[src/rtl/dram_arbiter_if.sv]
// Bus bundle between the dRam arbiter, its two requesters and the data memory.
// The master side drives requests and memory read data; the slave is the arbiter.
interface dram_arbiter_if #(
    parameter int ADDR_W = 19,
    parameter int DATA_W = 8
);
    logic              p_req;
    logic              p_we;
    logic [ADDR_W-1:0] p_addr;
    logic [DATA_W-1:0] p_wdata;
    logic              p_ack;
    logic [DATA_W-1:0] p_rdata;
    logic              h_req;
    logic              h_we;
    logic [ADDR_W-1:0] h_addr;
    logic [DATA_W-1:0] h_wdata;
    logic              h_ack;
    logic [DATA_W-1:0] h_rdata;
    logic              host_lock;
    logic [ADDR_W-1:0] mem_addr;
    logic [DATA_W-1:0] mem_wdata;
    logic [1:0]        mem_ctrl;
    logic [DATA_W-1:0] mem_rdata;
    logic              busy;

    modport master (
        output p_req, p_we, p_addr, p_wdata,
        output h_req, h_we, h_addr, h_wdata,
        output host_lock, mem_rdata,
        input  p_ack, p_rdata, h_ack, h_rdata,
        input  mem_addr, mem_wdata, mem_ctrl, busy
    );

    modport slave (
        input  p_req, p_we, p_addr, p_wdata,
        input  h_req, h_we, h_addr, h_wdata,
        input  host_lock, mem_rdata,
        output p_ack, p_rdata, h_ack, h_rdata,
        output mem_addr, mem_wdata, mem_ctrl, busy
    );
endinterface

[src/rtl/dram_arbiter.sv]
// Round-robin arbiter sharing the single-port dRam between processor and host,
// one transaction at a time, with a host lock that shuts the processor out.
module dram_arbiter #(
    parameter int ADDR_W = 19,
    parameter int DATA_W = 8
) (
    input  logic           clk,
    input  logic           reset,
    dram_arbiter_if.slave  bus
);
    typedef enum logic [1:0] {
        IDLE,
        ISSUE,
        RWAIT,
        ACK
    } state_e;

    state_e            state_q;
    logic              last_q;
    logic              gnt_q;
    logic              we_q;
    logic [ADDR_W-1:0] addr_q;
    logic [DATA_W-1:0] wdata_q;
    logic [1:0]        ctrl_q;
    logic              p_ack_q;
    logic              h_ack_q;
    logic [DATA_W-1:0] p_rdata_q;
    logic [DATA_W-1:0] h_rdata_q;
    logic              busy_q;

    logic              p_elig_d;
    logic              h_elig_d;
    logic              gnt_d;
    logic              we_d;
    logic [ADDR_W-1:0] addr_d;
    logic [DATA_W-1:0] wdata_d;

    // last_q/gnt_q: 1 = host, 0 = processor
    always_comb begin
        p_elig_d = bus.p_req & ~bus.host_lock;
        h_elig_d = bus.h_req;
        gnt_d    = h_elig_d & (~p_elig_d | ~last_q);
        we_d     = gnt_d ? bus.h_we    : bus.p_we;
        addr_d   = gnt_d ? bus.h_addr  : bus.p_addr;
        wdata_d  = gnt_d ? bus.h_wdata : bus.p_wdata;
    end

    always_ff @(posedge clk) begin
        if (reset) begin
            state_q   <= IDLE;
            last_q    <= 1'b1;
            gnt_q     <= 1'b0;
            we_q      <= 1'b0;
            addr_q    <= '0;
            wdata_q   <= '0;
            ctrl_q    <= 2'b00;
            p_ack_q   <= 1'b0;
            h_ack_q   <= 1'b0;
            p_rdata_q <= '0;
            h_rdata_q <= '0;
            busy_q    <= 1'b0;
        end else begin
            p_ack_q <= 1'b0;
            h_ack_q <= 1'b0;
            unique case (state_q)
                IDLE: begin
                    if (p_elig_d | h_elig_d) begin
                        state_q <= ISSUE;
                        busy_q  <= 1'b1;
                        gnt_q   <= gnt_d;
                        last_q  <= gnt_d;
                        we_q    <= we_d;
                        addr_q  <= addr_d;
                        wdata_q <= wdata_d;
                        ctrl_q  <= we_d ? 2'b10 : 2'b01;
                    end
                end
                ISSUE: begin
                    ctrl_q <= 2'b00;
                    if (we_q) begin
                        state_q <= ACK;
                        p_ack_q <= ~gnt_q;
                        h_ack_q <= gnt_q;
                    end else begin
                        state_q <= RWAIT;
                    end
                end
                RWAIT: begin
                    if (gnt_q) begin
                        h_rdata_q <= bus.mem_rdata;
                    end else begin
                        p_rdata_q <= bus.mem_rdata;
                    end
                    state_q <= ACK;
                    p_ack_q <= ~gnt_q;
                    h_ack_q <= gnt_q;
                end
                ACK: begin
                    state_q <= IDLE;
                    busy_q  <= 1'b0;
                end
                default: state_q <= IDLE;
            endcase
        end
    end

    assign bus.mem_addr  = addr_q;
    assign bus.mem_wdata = wdata_q;
    assign bus.mem_ctrl  = ctrl_q;
    assign bus.p_ack     = p_ack_q;
    assign bus.h_ack     = h_ack_q;
    assign bus.p_rdata   = p_rdata_q;
    assign bus.h_rdata   = h_rdata_q;
    assign bus.busy      = busy_q;
endmodule

[src/flat_wrapper.sv]
// flat-port wrapper written by rule: the top's interface ports become plain ports
module dram_arbiter_flat 
#(
    parameter int ADDR_W = 19,
    parameter int DATA_W = 8
)
  (clk, reset, bus_p_req, bus_p_we, bus_p_addr, bus_p_wdata, bus_h_req, bus_h_we, bus_h_addr, bus_h_wdata, bus_host_lock, bus_mem_rdata, bus_p_ack, bus_p_rdata, bus_h_ack, bus_h_rdata, bus_mem_addr, bus_mem_wdata, bus_mem_ctrl, bus_busy);
  dram_arbiter_if #(.ADDR_W(ADDR_W), .DATA_W(DATA_W)) bus_i ();
  input  logic clk;
  input  logic reset;
  input wire logic [$bits(bus_i.p_req)-1:0] bus_p_req;
  input wire logic [$bits(bus_i.p_we)-1:0] bus_p_we;
  input wire logic [$bits(bus_i.p_addr)-1:0] bus_p_addr;
  input wire logic [$bits(bus_i.p_wdata)-1:0] bus_p_wdata;
  input wire logic [$bits(bus_i.h_req)-1:0] bus_h_req;
  input wire logic [$bits(bus_i.h_we)-1:0] bus_h_we;
  input wire logic [$bits(bus_i.h_addr)-1:0] bus_h_addr;
  input wire logic [$bits(bus_i.h_wdata)-1:0] bus_h_wdata;
  input wire logic [$bits(bus_i.host_lock)-1:0] bus_host_lock;
  input wire logic [$bits(bus_i.mem_rdata)-1:0] bus_mem_rdata;
  output wire logic [$bits(bus_i.p_ack)-1:0] bus_p_ack;
  output wire logic [$bits(bus_i.p_rdata)-1:0] bus_p_rdata;
  output wire logic [$bits(bus_i.h_ack)-1:0] bus_h_ack;
  output wire logic [$bits(bus_i.h_rdata)-1:0] bus_h_rdata;
  output wire logic [$bits(bus_i.mem_addr)-1:0] bus_mem_addr;
  output wire logic [$bits(bus_i.mem_wdata)-1:0] bus_mem_wdata;
  output wire logic [$bits(bus_i.mem_ctrl)-1:0] bus_mem_ctrl;
  output wire logic [$bits(bus_i.busy)-1:0] bus_busy;
  assign bus_i.p_req = bus_p_req;
  assign bus_i.p_we = bus_p_we;
  assign bus_i.p_addr = bus_p_addr;
  assign bus_i.p_wdata = bus_p_wdata;
  assign bus_i.h_req = bus_h_req;
  assign bus_i.h_we = bus_h_we;
  assign bus_i.h_addr = bus_h_addr;
  assign bus_i.h_wdata = bus_h_wdata;
  assign bus_i.host_lock = bus_host_lock;
  assign bus_i.mem_rdata = bus_mem_rdata;
  assign bus_p_ack = bus_i.p_ack;
  assign bus_p_rdata = bus_i.p_rdata;
  assign bus_h_ack = bus_i.h_ack;
  assign bus_h_rdata = bus_i.h_rdata;
  assign bus_mem_addr = bus_i.mem_addr;
  assign bus_mem_wdata = bus_i.mem_wdata;
  assign bus_mem_ctrl = bus_i.mem_ctrl;
  assign bus_busy = bus_i.busy;
  dram_arbiter #(.ADDR_W(ADDR_W), .DATA_W(DATA_W)) u_core (.clk(clk), .reset(reset), .bus(bus_i));
endmodule
[config.mk]
export PLATFORM = sky130hd
export DESIGN_NAME = dram_arbiter_flat
export DESIGN_NICKNAME = d
export VERILOG_FILES = /design/src/rtl/dram_arbiter_if.sv /design/src/rtl/dram_arbiter.sv /design/src/flat_wrapper.sv
export SDC_FILE = /design/constraint.sdc
export NUM_CORES = 1
export LEC_CHECK = 0
export CAP_MARGIN = 20
export CORE_MARGIN = 2
export CORE_UTILIZATION = 39
export DETAILED_ROUTE_END_ITERATION = 16
export PLACE_DENSITY = 0.88
export SLEW_MARGIN = 10
export SYNTH_ARGS = -nofsm -noshare
export SYNTH_HDL_FRONTEND = slang
export SYNTH_SLANG_ARGS = --single-unit
[constraint.sdc]
create_clock -name clk -period 2.04 [get_ports clk]
set_input_delay 0.306 -clock clk [delete_from_list [all_inputs] [get_ports clk]]
set_output_delay 0.306 -clock clk [all_outputs]
set_load 0.01 [all_outputs]
# After elaboration in Yosys (flattened, before gate mapping)

Index checks and enable logic that the tools add are counted.

Bits in latches: 0
Memory bits (read-only): 0
Memory bits (writable): 0
Output and inout port bits: 48
Flip-flop bits (word level): 53
Logic and storage cells: 47
Memories kept: 0
Input port bits: 69

Shift operators: 0
Add/sub/neg operators: 0
Muxes and demuxes: 15
Order comparisons: 0
Multipliers: 0
Equality and inequality tests: 4
Bitwise logic cells: 8
Reduce and logical (&&, ||, !) cells: 8
Divide/modulo/power cells: 0

Operator list:

| operator                                                        | count |
|---|---|
| 19-bit 2-to-1 mux                                               | 1 |
| 2-bit AND reduction                                             | 5 |
| 8-bit 2-to-1 mux                                                | 1 |
| 2-bit case mux with 4 select lines                              | 1 |
| 2-bit 2-to-1 mux                                                | 3 |
| 1-bit case mux with 2 select lines                              | 3 |
| 1-bit 2-to-1 mux                                                | 5 |
| 2-bit == test, second input constant                            | 2 |
| 1-bit NOT                                                       | 4 |
| 2-bit case mux with 2 select lines                              | 1 |
| 2-bit nonzero test                                              | 2 |
| 1-bit AND                                                       | 2 |
| 2-bit by 1-bit == test with 1-bit output, second input constant | 1 |
| 2-bit logical NOT                                               | 1 |
| 2-bit by 1-bit != test with 1-bit output, second input constant | 1 |
| 1-bit bitwise OR                                                | 2 |

# Logic depth before layout (Yosys ltp)

Word-level depth: 9
Mapped depth: 7
Gate-level depth less buffers: 6

# Least setup slack after synthesis

Ideal clock, no wire load.

Path type: register to register
From: register u_core.state_q[0]
To: register u_core.state_q[0]
Required time: 1,902 ps
Setup slack: 497 ps
Library setup time: 138 ps
Arrival: 1,405 ps
Stages on the path, launching flop included: 8
Cells stage by stage: dfxtp_1 -> inv_1 -> ha_1 -> inv_1 -> or3_1 -> buf_6 -> o21ai_0 -> a221oi_2

Cells in the longest elaborated chain, start to end: 2

RTL lines:

| what                                                                                                  | line               | text |
|---|---|---|
| start: declaration                                                                                    | dram_arbiter.sv:18 | `state_e state_q;` |
| start signal: assignment                                                                              | dram_arbiter.sv:50 | `state_q <= IDLE;` |
| start signal: assignment                                                                              | dram_arbiter.sv:68 | `state_q <= ISSUE;` |
| start signal: assignment                                                                              | dram_arbiter.sv:81 | `state_q <= ACK;` |
| 2-bit == test (tied with other cells)                                                                 | dram_arbiter.sv:65 | `unique case (state_q)` |
| 2-bit case mux with 4 select lines / 2-bit by 1-bit != test with 1-bit output (equally long branches) | -                  |  |

Parallel ways exist; a longest one is shown, timed or not.
A chain may end at the register's enable or synchronous reset.

# Worst setup path after layout

From: register u_core.state_q[0]
To: register u_core.state_q[1]

Same word-level chain as after synthesis.

==> summary.txt <==
Status
  • Status: finished clean

Clock network
  • CTS Buf Count: 5
  • TritonCTS clock tree: done
  • Skew-Pair Late Insertion Delay: 0.30 ns
  • Clk slew on worst S/H paths: 0.09 ns
  • Post_cts resized: 0
  • Clock sinks: 53
  • H-tree Lvls: 2
  • Max Buffers Root-to-Sink: 2
  • Number of post-CTS setup repair buffers: 0
  • # hold bufs at CTS: 0
  • CTS root buffer: clkbuf_8

Yosys
  • Main synth FF type: dfxtp_1
  • Post-synth ARST share: 0%
  • Syn. warnings: 0
  • Leading area contributor after synthesis: dfxtp_1
  • Yosys reg bits: 53
  • Avg Cell Area, Syn: 9.59 sq um
  • Sequential share of the synthesized area: 47.5%
  • Ranking of synthesized cells by area: dfxtp_1 47%, mux2i_1 16%, a21oi_1 8.5%, o21ai_0 6.7%, ha_1 2.8%
  • Post-synth cell types: 30
  • Yosys top cell area share: 47.5%
  • Mapped cell area: 2230 sq um
  • Synth Net Count: 307
  • Post-synth EDFFs: 0
  • Cells after Synth: 233

STA
  • Tmin final: 1.75 ns
  • Worst Skew: 0.00846 ns
  • Period utilization: 85.6%
  • Final hold vios: 0
  • Least-Margin Pin Slew: 0.427 ns
  • Min Hold Slack: 0.460 ns
  • FMAX: 573 MHz
  • Slew headroom: 71.5%
  • RSZ-0062 raised after global routing: false
  • # setup viols final: 0
  • Slew Viols, Final: 0
  • Setup TNS: 0 ns

Setup path
  • CP top delay family: simple AND/OR/NAND/NOR gates
  • Critical Path Most Common Cell: inv_1
  • WP depth: 6
  • Worst path buffer plus inverter count: 2
  • Path depth of the worst reg2reg path: 6
  • Critical Path Fanout Max: 5
  • Crit path required time: 2.23 ns
  • Crit end category: flip-flop
  • WS Path Type: flip-flop to flip-flop
  • Highest-delay cell along the critical path: or3_1
  • Cell Chain, Critical Path: inv_1, ha_1, inv_1, or3_1, mux2i_1, nor2_1
  • Worst Path Arrival: 1.93 ns
  • CP peak stage delay: 0.47 ns
  • Critical path startpoint category: flip-flop

Cells and area
  • Core Util, Final: 64.6%
  • Layout cells sized above 1: 6.32%
  • # diodes: 0
  • Finished Layout Cells: 420
  • Area grow syn2layout: 59.2%
  • # nets final: 421

Floorplan
  • Initial core utilization: 40.6%
  • Core ar.: 5510 sq um
  • Ports: 117
  • Die Area: 6350 sq um
  • Row count: 27
  • Vert. Die Dim: 79.7 microns
  • Die W: 79.7 microns

Placed design
  • Post-detail-place hpwl: 4.52 mm
  • Port Buffer Count: 116
  • GP Congestion: 0.758
  • Inst Count DP: 412

Min path
  • Hold Crit Depth: 2
  • Hold Crit Class: flip-flop to flip-flop

Power and ir drop
  • Worst vdd ir: 0.788 mV
  • Pwr Density: 1070 nW/um^2
  • LEAKAGE: 1.41 nW

Drt
  • DRT Wirelength: 5.88 mm
  • Vias: 2108
  • Antenna-violating nets left: 0
  • Drt pass-1 iters: 4
  • Vias per cell: 5.02
  • Number of remaining DRC errors: 0
  • Drt first-iter violations: 65
  • Routed WL per cell: 14.0 microns

Global routing
  • GRT Overall Usage: 18.8%
  • Vias in the first global route: 2049
  • First-pass GRT wire length: 9.43 mm
  • Initial antenna violation count: 0
  • Total gr overflow: 0
  • Largest net degree at the start of global routing: 37

Job
  • Max cap viols: 0
stage by stage:
stage	total power, mW	instance area [sq um]	worst slack, ns
finish	3.81	3560	0.295
global route	4.06	3560	0.178
CTS	3.82	3560	0.301
detailed placement	3.24	3470	0.227
floorplan	2.43	2230	0.497
global placement	3.20	3470	0.268
cells in the mapped netlist, types with 2 or more instances:
| cell type | instances |
|---|---|
| buf_6 | 4 |
| a21oi_1 | 38 |
| nor2b_1 | 2 |
| nor2_1 | 11 |
| a32o_1 | 3 |
| dfxtp_1 | 53 |
| buf_2 | 4 |
| o21ai_0 | 30 |
| inv_1 | 6 |
| nand3_1 | 8 |
| clkbuf_1 | 7 |
| mux2i_1 | 36 |
| ha_1 | 5 |
| buf_1 | 2 |
| nand2_1 | 9 |
final timing paths:
kind | slack [ns] | end | startpoint
worst min-delay path | 0.46 | u_core.bus.h_rdata[7] | u_core.bus.h_rdata[7]
worst max-delay path | 0.29 | u_core.state_q[1] | u_core.state_q[0]
worst min register to register | 0.46 | u_core.bus.h_rdata[7] | u_core.bus.h_rdata[7]
worst max register to register | 0.29 | u_core.state_q[1] | u_core.state_q[0]
cells in the final DEF (no fill, tap or decap), types with 2 or more instances in the layout:
cell,instances
ha_1,5
buf_4,7
nor2b_1,2
buf_12,2
clkdlybuf4s50_1,116
nand3_1,8
o21ai_0,30
mux2i_1,36
dfxtp_1,53
nor2_1,11
a21oi_1,38
clkinv_2,2
clkbuf_8,5
nand2_1,9
a32o_1,3
inv_1,6
sequential cells by signal, indices dropped and copies added, names as in the netlist:
| name | flops |
|---|---|
| u_core.bus.mem_wdata | 8 |
| u_core.gnt_q | 1 |
| u_core.bus.mem_addr | 19 |
| u_core.bus.p_ack | 1 |
| u_core.last_q | 1 |
| u_core.state_q | 2 |
| u_core.bus.busy | 1 |
| u_core.bus.mem_ctrl | 2 |
| u_core.we_q | 1 |
| u_core.bus.h_ack | 1 |
| u_core.bus.p_rdata | 8 |
| u_core.bus.h_rdata | 8 |
worst register-to-register path: stages, from the launching register on:
cell and delay (ns):
dfxtp_1 0.35, inv_1 0.16, ha_1 0.30, inv_1 0.11, or3_1 0.47, mux2i_1 0.19
nor2_1 0.06
power breakdown:
| group | internal [mW] | total [mW] | switching, mW |
|---|---|---|---|
| Clock | 0.237 | 0.572 | 0.334 |
| Combinational | 0.920 | 1.73 | 0.814 |
| Sequential | 1.32 | 1.50 | 0.180 |
| Total | 2.48 | 3.81 | 1.33 |
cell families after synthesis:
kind of cell | Yosys count | share of synthesized area, %
compound gates | 78 | 19.7
fa+ha+maj | 5 | 2.80
buf+inv | 24 | 5.77
flops | 53 | 47.5
mux | 37 | 16.6
simple gates | 36 | 7.67
layout make-up:
type                            instances  area (sq um)
Clock inverter                          3          17.5
Fill cell                             469          1950
Multi-Input combinational cell        156          1040
Clock buffer                            5          68.8
Timing Repair Buffer                  125          1250
Inverter                                6          22.5
Sequential cell                        53          1060
Tap cell                               72          90.1
layer usage:
layer / global-route usage [%] / wire length [microns] / up-vias
met2: 33.9 / 2930 / 82
met3: 6.90 / 527 / 4
met4: 3.62 / 33 / 0
li1: - / - / 1056
met1: 21.1 / 2390 / 966
met5: 0 / 0 / -
(Power assumes the default switching activity.)
